## src/rtl/sophon_pkg.sv

```systemverilog
// -----------------------------------------------------------------------------
// sophon_pkg
// Shared types and constants for the SOPHON core slice.
//   loader_state_e : states of the external-port image loader
//   LOADER_ADDR_W  : address width of the loader's ext_* request port
// -----------------------------------------------------------------------------
package sophon_pkg;

  localparam int LOADER_ADDR_W = 32;

  typedef enum logic [2:0] {
    LD_IDLE  = 3'd0,
    LD_WRITE = 3'd1,
    LD_READ  = 3'd2,
    LD_NEXT  = 3'd3,
    LD_DONE  = 3'd4,
    LD_ERROR = 3'd5
  } loader_state_e;

endpackage

```

## src/rtl/sophon_loader_wdt.sv

```systemverilog
// -----------------------------------------------------------------------------
// sophon_loader_wdt
// Ack-wait counter for the external-port loader. Counts cycles while a
// request is outstanding and flags expiry on the ACK_TIMEOUT-th cycle.
// Only instantiated for ACK_TIMEOUT != 0.
// Ports:
//   clk, rst_n : clock, asynchronous active-low reset
//   clr        : restart the count (entry into a new request)
//   en         : a request is outstanding this cycle
//   expired    : this is the last allowed cycle of the request
// -----------------------------------------------------------------------------
module sophon_loader_wdt #(
  parameter int unsigned ACK_TIMEOUT = 256
) (
  input  logic clk,
  input  logic rst_n,
  input  logic clr,
  input  logic en,
  output logic expired
);

  // Count values 0 .. ACK_TIMEOUT-1 must be representable.
  localparam int CW = (ACK_TIMEOUT > 1) ? $clog2(ACK_TIMEOUT) : 1;
  localparam logic [CW-1:0] LIMIT = CW'(ACK_TIMEOUT - 1);

  logic [CW-1:0] cnt_q, cnt_d;

  always_comb begin
    cnt_d = cnt_q;
    if (clr) begin
      cnt_d = '0;
    end else if (en && (cnt_q != LIMIT)) begin
      cnt_d = cnt_q + CW'(1);
    end
  end

  always_ff @(posedge clk or negedge rst_n) begin
    if (!rst_n) begin
      cnt_q <= '0;
    end else begin
      cnt_q <= cnt_d;
    end
  end

  // The counter holds 0 in the first request cycle, so LIMIT is reached on
  // the ACK_TIMEOUT-th cycle of the request.
  assign expired = en && (cnt_q == LIMIT);

endmodule

```

## src/rtl/sophon_ext_loader.sv

```systemverilog
// -----------------------------------------------------------------------------
// sophon_ext_loader
// Front-door image loader for the SOPHON ext TCM port. Takes address/data
// words from a host-side source, writes each through the ext_* port and
// holds the core in reset (core_rst_no low) until the image is loaded.
// Optional feature macro: SOPHON_LOADER_VERIFY_EN -- read back every word
// after writing it and count mismatches.
// Ports:
//   clk, rst_n          : clock, asynchronous active-low reset
//   src_valid_i/ready_o : source word handshake (addr, data, last)
//   ext_req_o .. wdata  : registered request to the core's ext port
//   ext_ack_i/error_i   : single-cycle completion, error and rdata with ack
//   core_rst_no         : core reset, released once the image is loaded
//   load_done_o         : image loaded (bus-error free)
//   load_err_o          : sticky error (bus, timeout, misalign, mismatch)
//   word_cnt_o          : words written (saturating)
//   mismatch_cnt_o      : verify mismatches (saturating, 0 without verify)
// Source handshake: a word transfers on a rising clk edge where
// src_valid_i and src_ready_o are both 1; ext request: ext_req_o is a level
// held with stable address/data until an ext_ack_i with ext_req_o = 1
// completes it, and is only withdrawn early on timeout.
// -----------------------------------------------------------------------------
module sophon_ext_loader
  import sophon_pkg::*;
#(
  parameter int unsigned ACK_TIMEOUT = 256,
  parameter int unsigned CNT_W       = 16
) (
  input  logic                     clk,
  input  logic                     rst_n,
  input  logic                     src_valid_i,
  output logic                     src_ready_o,
  input  logic [LOADER_ADDR_W-1:0] src_addr_i,
  input  logic [31:0]              src_data_i,
  input  logic                     src_last_i,
  output logic                     ext_req_o,
  output logic                     ext_we_o,
  output logic [LOADER_ADDR_W-1:0] ext_addr_o,
  output logic [31:0]              ext_wdata_o,
  input  logic                     ext_ack_i,
  input  logic                     ext_error_i,
  input  logic [31:0]              ext_rdata_i,
  output logic                     core_rst_no,
  output logic                     load_done_o,
  output logic                     load_err_o,
  output logic [CNT_W-1:0]         word_cnt_o,
  output logic [CNT_W-1:0]         mismatch_cnt_o
);

  loader_state_e state_q, state_d;

  logic                     ready_q, req_q, we_q, done_q, crst_q, err_q;
  logic [LOADER_ADDR_W-1:0] addr_q;
  logic [31:0]              data_q;
  logic                     last_q;
  logic [CNT_W-1:0]         word_cnt_q;

  logic hs;
  logic ack_ok;
  logic word_inc;
  logic wdt_clr, wdt_en, wdt_expired;

  // Acks arriving while no request is outstanding are ignored.
  assign ack_ok = ext_ack_i && req_q;
  assign hs     = src_valid_i && ready_q && (state_q == LD_IDLE);

`ifdef SOPHON_LOADER_VERIFY_EN
  logic             mis_inc;
  logic [CNT_W-1:0] mis_cnt_q;
`endif

  // ---------------------------------------------------------------------------
  // Next-state logic
  // ---------------------------------------------------------------------------
  always_comb begin
    state_d  = state_q;
    word_inc = 1'b0;
`ifdef SOPHON_LOADER_VERIFY_EN
    mis_inc  = 1'b0;
`endif
    case (state_q)
      LD_IDLE: begin
        if (hs) begin
          state_d = (src_addr_i[1:0] != 2'b00) ? LD_ERROR : LD_WRITE;
        end
      end
      LD_WRITE: begin
        // Ack is checked first so it wins over a coincident timeout.
        if (ack_ok) begin
          if (ext_error_i) begin
            state_d = LD_ERROR;
          end else begin
            word_inc = 1'b1;
`ifdef SOPHON_LOADER_VERIFY_EN
            state_d  = LD_READ;
`else
            state_d  = LD_NEXT;
`endif
          end
        end else if (wdt_expired) begin
          state_d = LD_ERROR;
        end
      end
`ifdef SOPHON_LOADER_VERIFY_EN
      LD_READ: begin
        if (ack_ok) begin
          if (ext_error_i) begin
            state_d = LD_ERROR;
          end else begin
            mis_inc = (ext_rdata_i != data_q);
            state_d = LD_NEXT;
          end
        end else if (wdt_expired) begin
          state_d = LD_ERROR;
        end
      end
`endif
      LD_NEXT:  state_d = last_q ? LD_DONE : LD_IDLE;
      LD_DONE:  state_d = LD_DONE;
      LD_ERROR: state_d = LD_ERROR;
      default:  state_d = LD_IDLE;
    endcase
  end

  // ---------------------------------------------------------------------------
  // State and registered outputs. Outputs are decoded from state_d so they
  // take effect in the same cycle the new state does.
  // ---------------------------------------------------------------------------
  always_ff @(posedge clk or negedge rst_n) begin
    if (!rst_n) begin
      state_q    <= LD_IDLE;
      ready_q    <= 1'b0;
      req_q      <= 1'b0;
      we_q       <= 1'b0;
      addr_q     <= '0;
      data_q     <= '0;
      last_q     <= 1'b0;
      done_q     <= 1'b0;
      crst_q     <= 1'b0;
      err_q      <= 1'b0;
      word_cnt_q <= '0;
    end else begin
      state_q <= state_d;
      ready_q <= (state_d == LD_IDLE);
      req_q   <= (state_d == LD_WRITE) || (state_d == LD_READ);
      we_q    <= (state_d == LD_WRITE);
      done_q  <= (state_d == LD_DONE);
      crst_q  <= (state_d == LD_DONE);
      if (hs) begin
        addr_q <= src_addr_i;
        data_q <= src_data_i;
        last_q <= src_last_i;
      end
      if (word_inc && (word_cnt_q != '1)) begin
        word_cnt_q <= word_cnt_q + CNT_W'(1);
      end
`ifdef SOPHON_LOADER_VERIFY_EN
      err_q <= err_q || (state_d == LD_ERROR) || mis_inc;
`else
      err_q <= err_q || (state_d == LD_ERROR);
`endif
    end
  end

`ifdef SOPHON_LOADER_VERIFY_EN
  always_ff @(posedge clk or negedge rst_n) begin
    if (!rst_n) begin
      mis_cnt_q <= '0;
    end else if (mis_inc && (mis_cnt_q != '1)) begin
      mis_cnt_q <= mis_cnt_q + CNT_W'(1);
    end
  end
  assign mismatch_cnt_o = mis_cnt_q;
`else
  logic unused_rdata;
  assign unused_rdata   = ^ext_rdata_i;
  assign mismatch_cnt_o = '0;
`endif

  // ---------------------------------------------------------------------------
  // Ack-wait watchdog: restarts on every entry to WRITE or READ, including
  // the back-to-back WRITE -> READ transition.
  // ---------------------------------------------------------------------------
  assign wdt_en  = (state_q == LD_WRITE) || (state_q == LD_READ);
  assign wdt_clr = (state_d != state_q) &&
                   ((state_d == LD_WRITE) || (state_d == LD_READ));

  generate
    if (ACK_TIMEOUT != 0) begin : g_wdt
      sophon_loader_wdt #(
        .ACK_TIMEOUT(ACK_TIMEOUT)
      ) u_wdt (
        .clk    (clk),
        .rst_n  (rst_n),
        .clr    (wdt_clr),
        .en     (wdt_en),
        .expired(wdt_expired)
      );
    end else begin : g_no_wdt
      logic unused_wdt;
      assign unused_wdt  = wdt_clr ^ wdt_en;
      assign wdt_expired = 1'b0;
    end
  endgenerate

  assign src_ready_o = ready_q;
  assign ext_req_o   = req_q;
  assign ext_we_o    = we_q;
  assign ext_addr_o  = addr_q;
  assign ext_wdata_o = data_q;
  assign core_rst_no = crst_q;
  assign load_done_o = done_q;
  assign load_err_o  = err_q;
  assign word_cnt_o  = word_cnt_q;

endmodule

```

## config.mk

```make
export PLATFORM = sky130hd
export DESIGN_NAME = sophon_ext_loader
export DESIGN_NICKNAME = d
export VERILOG_FILES = /design/src/rtl/sophon_pkg.sv /design/src/rtl/sophon_loader_wdt.sv /design/src/rtl/sophon_ext_loader.sv
export SDC_FILE = /design/constraint.sdc
export NUM_CORES = 1
export LEC_CHECK = 0
export ABC_CLOCK_PERIOD_IN_PS = 2700
export CAP_MARGIN = 20
export CORE_MARGIN = 5
export CORE_UTILIZATION = 25
export CTS_CLUSTER_SIZE = 12
export DETAILED_ROUTE_END_ITERATION = 10
export GPL_ROUTABILITY_DRIVEN = 0
export PLACE_DENSITY = 0.5
export SLEW_MARGIN = 20
export SYNTH_ARGS = -nofsm -noshare
export SYNTH_HDL_FRONTEND = slang
export SYNTH_SLANG_ARGS = --single-unit
```

## constraint.sdc

```tcl
create_clock -name clk -period 2.7 [get_ports clk]
set_input_delay 0.54 -clock clk [delete_from_list [all_inputs] [get_ports clk]]
set_output_delay 0.54 -clock clk [all_outputs]
set_load 0.02 [all_outputs]
```

==> out/metrics.cfg, run 1 <==
[sta]
finalCritPeriodShare_pct = 85.3
slew_violations = 0
slew_headroom_pct = 59.3
fin_crit_ps = 2300
rsz0062_at_grt = false
finalClockSkew_ps = 9.43
finalSetupViolCount = 0
fin_hold_ws_ps = 205
max_freq_mhz = 434
max_slew.worst_pin.slew_ps = 611
finalSetupTns_ps = 0
final_hold_viol_count = 0

[global_route]
overflow = 0
grt_max_degree = 66
grtUsageTotal_pct = 10.6
grt_pass1_wl_microns = 15700
first_global_vias = 3033
antenna_found_initial = 0

[clock_network]
cts_tree = done
cts_made_buffers = 9
cts_sinks = 97
cts_setup_buffers = 0
h-tree-depth = 3
cts_hold_buf = 0
root_buffer = clkbuf_16
cts_resized = 0
clk_pin_slew_worst_paths_ps = 70
clock_latency_ps = 340
clk_path_buf_depth = 2

[routing]
vias_per_cell = 4.27
wl_microns = 10300
drc = 0
drt_iter0_drc = 54
ant_nets = 0
drtPass1Iterations = 4
vias = 2922
routedWlPerCell_microns = 15.1

[worst_setup_path]
r2r-end = word_cnt_o[9]
r2r_slack_ps = 400
crit_required_ps = 2970
worst_setup_path_end_kind = flip-flop
path_delay_family = simple AND/OR/NAND/NOR gates
critPathLaunchType = flip-flop
cpMaxStageDelayCell = or4_1
worst-r2r-cell-count = 4
cp_max_fo = 10
cp.buffers_inverters = 0
r2r_start = state_q[2]
critPathMaxStageDelay_ps = 700
path_class = flip-flop to flip-flop
cp.arrival_ps = 2570
worstPathCellList = or3b_1 -> or4_1 -> a2111oi_2 -> xor2_1

[die]
io_pins = 204
die_x_microns = 138
core-area_sq_um = 16000
start_util_pct = 25.6
dieHeight_microns = 138
dieArea_sq_um = 19000
rows = 46

[logic_synthesis]
synth_edf_count = 0
syn_inst = 306
synth-seq-area-share_pct = 59.3
synth_area_per_cell_sq_um = 13.4
syn_area_sq_um = 4090
synth_top_flop_cell = dfrtp_1
synthArstFlopShare_pct = 100
ys_types = 43
ys_warn_count = 0
synth-seq-cells = 97

[pwr]
ir_worst_vdd_mv = 0.255
leakage_nw = 2.81
cellPowerDensity_nw_per_um2 = 460
power_mw = 2.82

[placed_design]
hpwl_microns = 7660
io_buffers = 155
place_area_sq_um = 5850

[layout]
drive_gt1_share_pct = 20.3
multiInputGateArea_sq_um = 1520
fin_area_sq_um = 6130
nNetsFinal = 568
syn_to_final_growth_pct = 49.7
regArea_sq_um = 2430
diodes = 0
n_fill_cell = 1571
final_core_util_pct = 38.3

[flow_run]
maxCapViolCount = 0

[run_status]
status = finished clean

[hold_path]
hp-class = input port to async pin

[power breakdown]
group	switching [mW]	internal, mW	total (mW)
sequential	0	1.45	1.45
clock	0.548	0.671	1.22
combinational	0.0622	0.0885	0.151
[state kept, by name, summed over array words and instances (netlist names)]
name               cells
core_rst_no            1
ext_addr_o            32
ext_req_o              1
ext_wdata_o           32
ext_we_o               1
g_wdt.u_wdt.cnt_q      8
last_q                 1
load_err_o             1
src_ready_o            1
state_q                3
word_cnt_o            16
[cell type report]
class,count,area share [%]
Sequential cell,97,39.6
Clock buffer,11,4.12
Clock inverter,4,0.429
Tap cell,216,4.41
Multi-Input combinational cell,189,24.8
Inverter,5,0.306
Timing Repair Buffer,162,26.3
[metal layers]
metal	up-vias	track usage [%]	part of all wire, %
li1	1382	-	-
met1	1418	13.1	42
met2	112	17.2	47
met3	10	3.63	8.9
met4	0	4.28	1.5
met5	-	0	0
[logic make-up after synthesis]
group                    synth area share (%)
AO/OA/AOI/OAI                            4.98
adder cells (fa/ha/maj)                 0.611
AND/OR/NAND/NOR                          8.19
multiplexers                             18.4
buffers and inverters                    5.01
flip-flops                               59.3
XOR/XNOR                                 3.42
other                                  0.0916
[worst max path at each step]
| stage | start | end | slack, ps | depth (start not counted) |
|---|---|---|---|---|
| after floorplan | word_cnt_o[0] | word_cnt_o[1] | 590 | 5 |
| after global placement | ext_ack_i | word_cnt_o[7] | 240 | 5 |
| after detailed placement | ext_ack_i | word_cnt_o[9] | 230 | 5 |
| after CTS | state_q[2] | word_cnt_o[9] | 380 | 4 |
| after global routing | state_q[2] | word_cnt_o[9] | 230 | 4 |
| final | state_q[2] | word_cnt_o[9] | 400 | 4 |
[cells in the final DEF, fill, tap and decap left out, drive strengths merged, types with 3 or more instances in the layout]
master and count:
conb 16, nand2 9, nand3 10, mux2 66
nor4 5, inv 5, xor2 10, clkdlybuf4s50 154
nor4b 3, buf 8, and3 3, xnor2 6
a31oi 4, clkinv 3, a21oi 7, nor3 4
a211oi 3, a2111oi 5, clkbuf 11, dfrtp 97
nor2 14
[cells in the mapped netlist, types with 3 or more instances]
cell | number | area share (%)
nor4b_1 | 3 | 0.64
a2111oi_0 | 3 | 0.64
a211oi_1 | 3 | 0.55
clkbuf_1 | 10 | 0.92
inv_1 | 4 | 0.37
nor4_1 | 4 | 0.61
and3_1 | 3 | 0.46
xnor2_1 | 6 | 1.3
dfrtp_1 | 97 | 59
xor2_1 | 10 | 2.1
a21oi_1 | 7 | 0.86
nor3_1 | 4 | 0.49
mux2_2 | 66 | 18
nand2_1 | 9 | 0.83
a31oi_1 | 4 | 0.61
nor2_1 | 14 | 1.3
nand3_1 | 10 | 1.2
buf_4 | 17 | 3.1
[metrics by stage]
stage / setup slack [ps] / cells
6_report: 397 / 684
5_1_grt: 228 / 684
4_1_cts: 380 / 684
3_5_place_dp: 230 / 669
3_3_place_gp: 243 / 669
2_1_floorplan: 587 / 321
No activity file was read; power rests on OpenSTA's default activity.
==> inputs of run 2 (changes only) <==
- GPL_TIMING_DRIVEN: not set -> 0
==> run 2 against run 1 <==
Design area is 3.1% higher. Die area unchanged. Highest routed layer unchanged. Non-clock buffer count is 24 higher. Total power rose by 5.0%. Clock skew down 1.5 ps. Critical path type is now input port to flip-flop. Setup slack worse by 73 ps. Critical path depth is 2 higher.
==> out/metrics.cfg, run 2 (synthesis gave the netlist of run 1 again) <==
[run_status]
status = finished clean

[layout]
drive_gt1_share_pct = 21.9
final_common_cell = clkdlybuf4s50_1
fin_area_sq_um = 6320
fin_cells = 709
syn_to_final_growth_pct = 54.4
final_core_util_pct = 39.5
nNetsFinal = 592
layout_common_cells = 154 x clkdlybuf4s50_1, 97 x dfrtp_1, 66 x mux2_2, 17 x buf_4, 16 x conb_1
diodes = 0

[placed_design]
io_buffers = 155
hpwl_microns = 7880
place_area_sq_um = 6000
dp.cells = 693

[sta]
rsz0062_at_grt = false
slew_violations = 0
finalClockSkew_ps = 7.90
max_slew.worst_pin.slew_ps = 907
slew_headroom_pct = 39.1
finalSetupViolCount = 0
fin_crit_ps = 2380
max_freq_mhz = 421
final_hold_viol_count = 0
finalSetupTns_ps = 0
finalCritPeriodShare_pct = 88.0

[worst_setup_path]
cp_max_fo = 10
worstPathCellList = clkdlybuf4s50_1 -> and3b_1 -> nand2_1 -> clkbuf_1 -> clkbuf_1 -> mux2_2
worst_setup_path_end_kind = flip-flop
path_common_cell = clkbuf_1
crit_required_ps = 2930
r2r_start = state_q[2]
path_class = input port to flip-flop
cpMaxStageDelayCell = clkbuf_1
critPathMaxStageDelay_ps = 500
cp.buffers_inverters = 3
path_delay_family = buffers and inverters
critPathLaunchType = input port
startpoint = src_valid_i
cp.arrival_ps = 2600

[clock_network]
clk_path_buf_depth = 2
cts_made_buffers = 9
clk_pin_slew_worst_paths_ps = 60
cts_sinks = 97
cts_hold_buf = 0
h-tree-depth = 3
cts_setup_buffers = 0
cts_resized = 0
root_buffer = clkbuf_16
clock_latency_ps = 340
cts_tree = done

[global_route]
grt_pass1_wl_microns = 16100
antenna_found_initial = 0
grtUsageTotal_pct = 11.0
overflow = 0
grt_max_degree = 51
first_global_vias = 3061

[routing]
routedWlPerCell_microns = 14.6
drc = 0
vias_per_cell = 4.20
wl_microns = 10300
drt_iter0_drc = 90
ant_nets = 0
drtPass1Iterations = 4
vias = 2981

[pwr]
p_sw_mw = 0.605
internal-power_mw = 2.36
cellPowerDensity_nw_per_um2 = 469
leakage_nw = 2.92
pwr-share-seq_pct = 49.0
ir_worst_vdd_mv = 0.447
comb_power_share_pct = 5.8
swShare_pct = 20.4
power_mw = 2.96
clkPwrFrac_pct = 45.2

[flow_run]
maxCapViolCount = 0

[die]
start_util_pct = 25.6
io_pins = 204
dieArea_sq_um = 19000
dieHeight_microns = 138
rows = 46
die_x_microns = 138
core-area_sq_um = 16000

[hold_path]
hp-class = input port to async pin

-- run 2: path summary, 6_finish.rpt --
kind	to	slack, ps	depth (start not counted)
max reg2reg	word_cnt_o[10]	360	6
min reg2reg	load_err_o	490	1
min	ext_addr_o[26]	130	1
min in group clk	load_err_o	490	1
max	ext_addr_o[0]	320	6
max in group asynchronous	ext_wdata_o[15]	1960	2
-- run 2: metal layers --
layer,routed length [microns],global-route usage [%]
met1,4280,13.6
met2,4920,17.6
met3,1030,5.01
met4,99,2.63
met5,0,0
-- run 2: stage by stage --
stage / hold WS (ps) / setup slack (ps)
floorplan: 244 / 587
global route: 161 / 132
global placement: 479 / -2750
detailed placement: 485 / -128
CTS: 147 / 239
finish: 127 / 324
-- run 2: power groups by stage --
stage	combinational [mW]	sequential, mW	clock, mW
detailed placement	0.174	1.48	0
floorplan	0.0386	1.48	0
CTS	0.176	1.45	1.40
global route	0.189	1.45	1.46
finish	0.172	1.45	1.34
global placement	0.168	1.48	0
-- run 2: area by class of cell --
class,instances,area [sq um]
Buffer,30,186
Clock buffer,13,270
Clock inverter,3,47.5
Fill cell,1589,9680
Inverter,5,18.8
Multi-Input combinational cell,189,1520
Sequential cell,97,2430
Tap cell,216,270
Timing Repair Buffer,156,1580
-- run 2: worst register-to-register path, stage by stage (launching register included) --
cell	delay, ps
dfrtp_1	370
buf_6	130
or3b_1	420
or3_1	360
clkbuf_1	180
nor4b_1	540
o221a_2	280
==> inputs of run 3 (changes only) <==
- ABC_CLOCK_PERIOD_IN_PS: 2700 -> not set
==> results of run 3 <==
The final DEF is identical to that of run 2; final timing and power are the same.
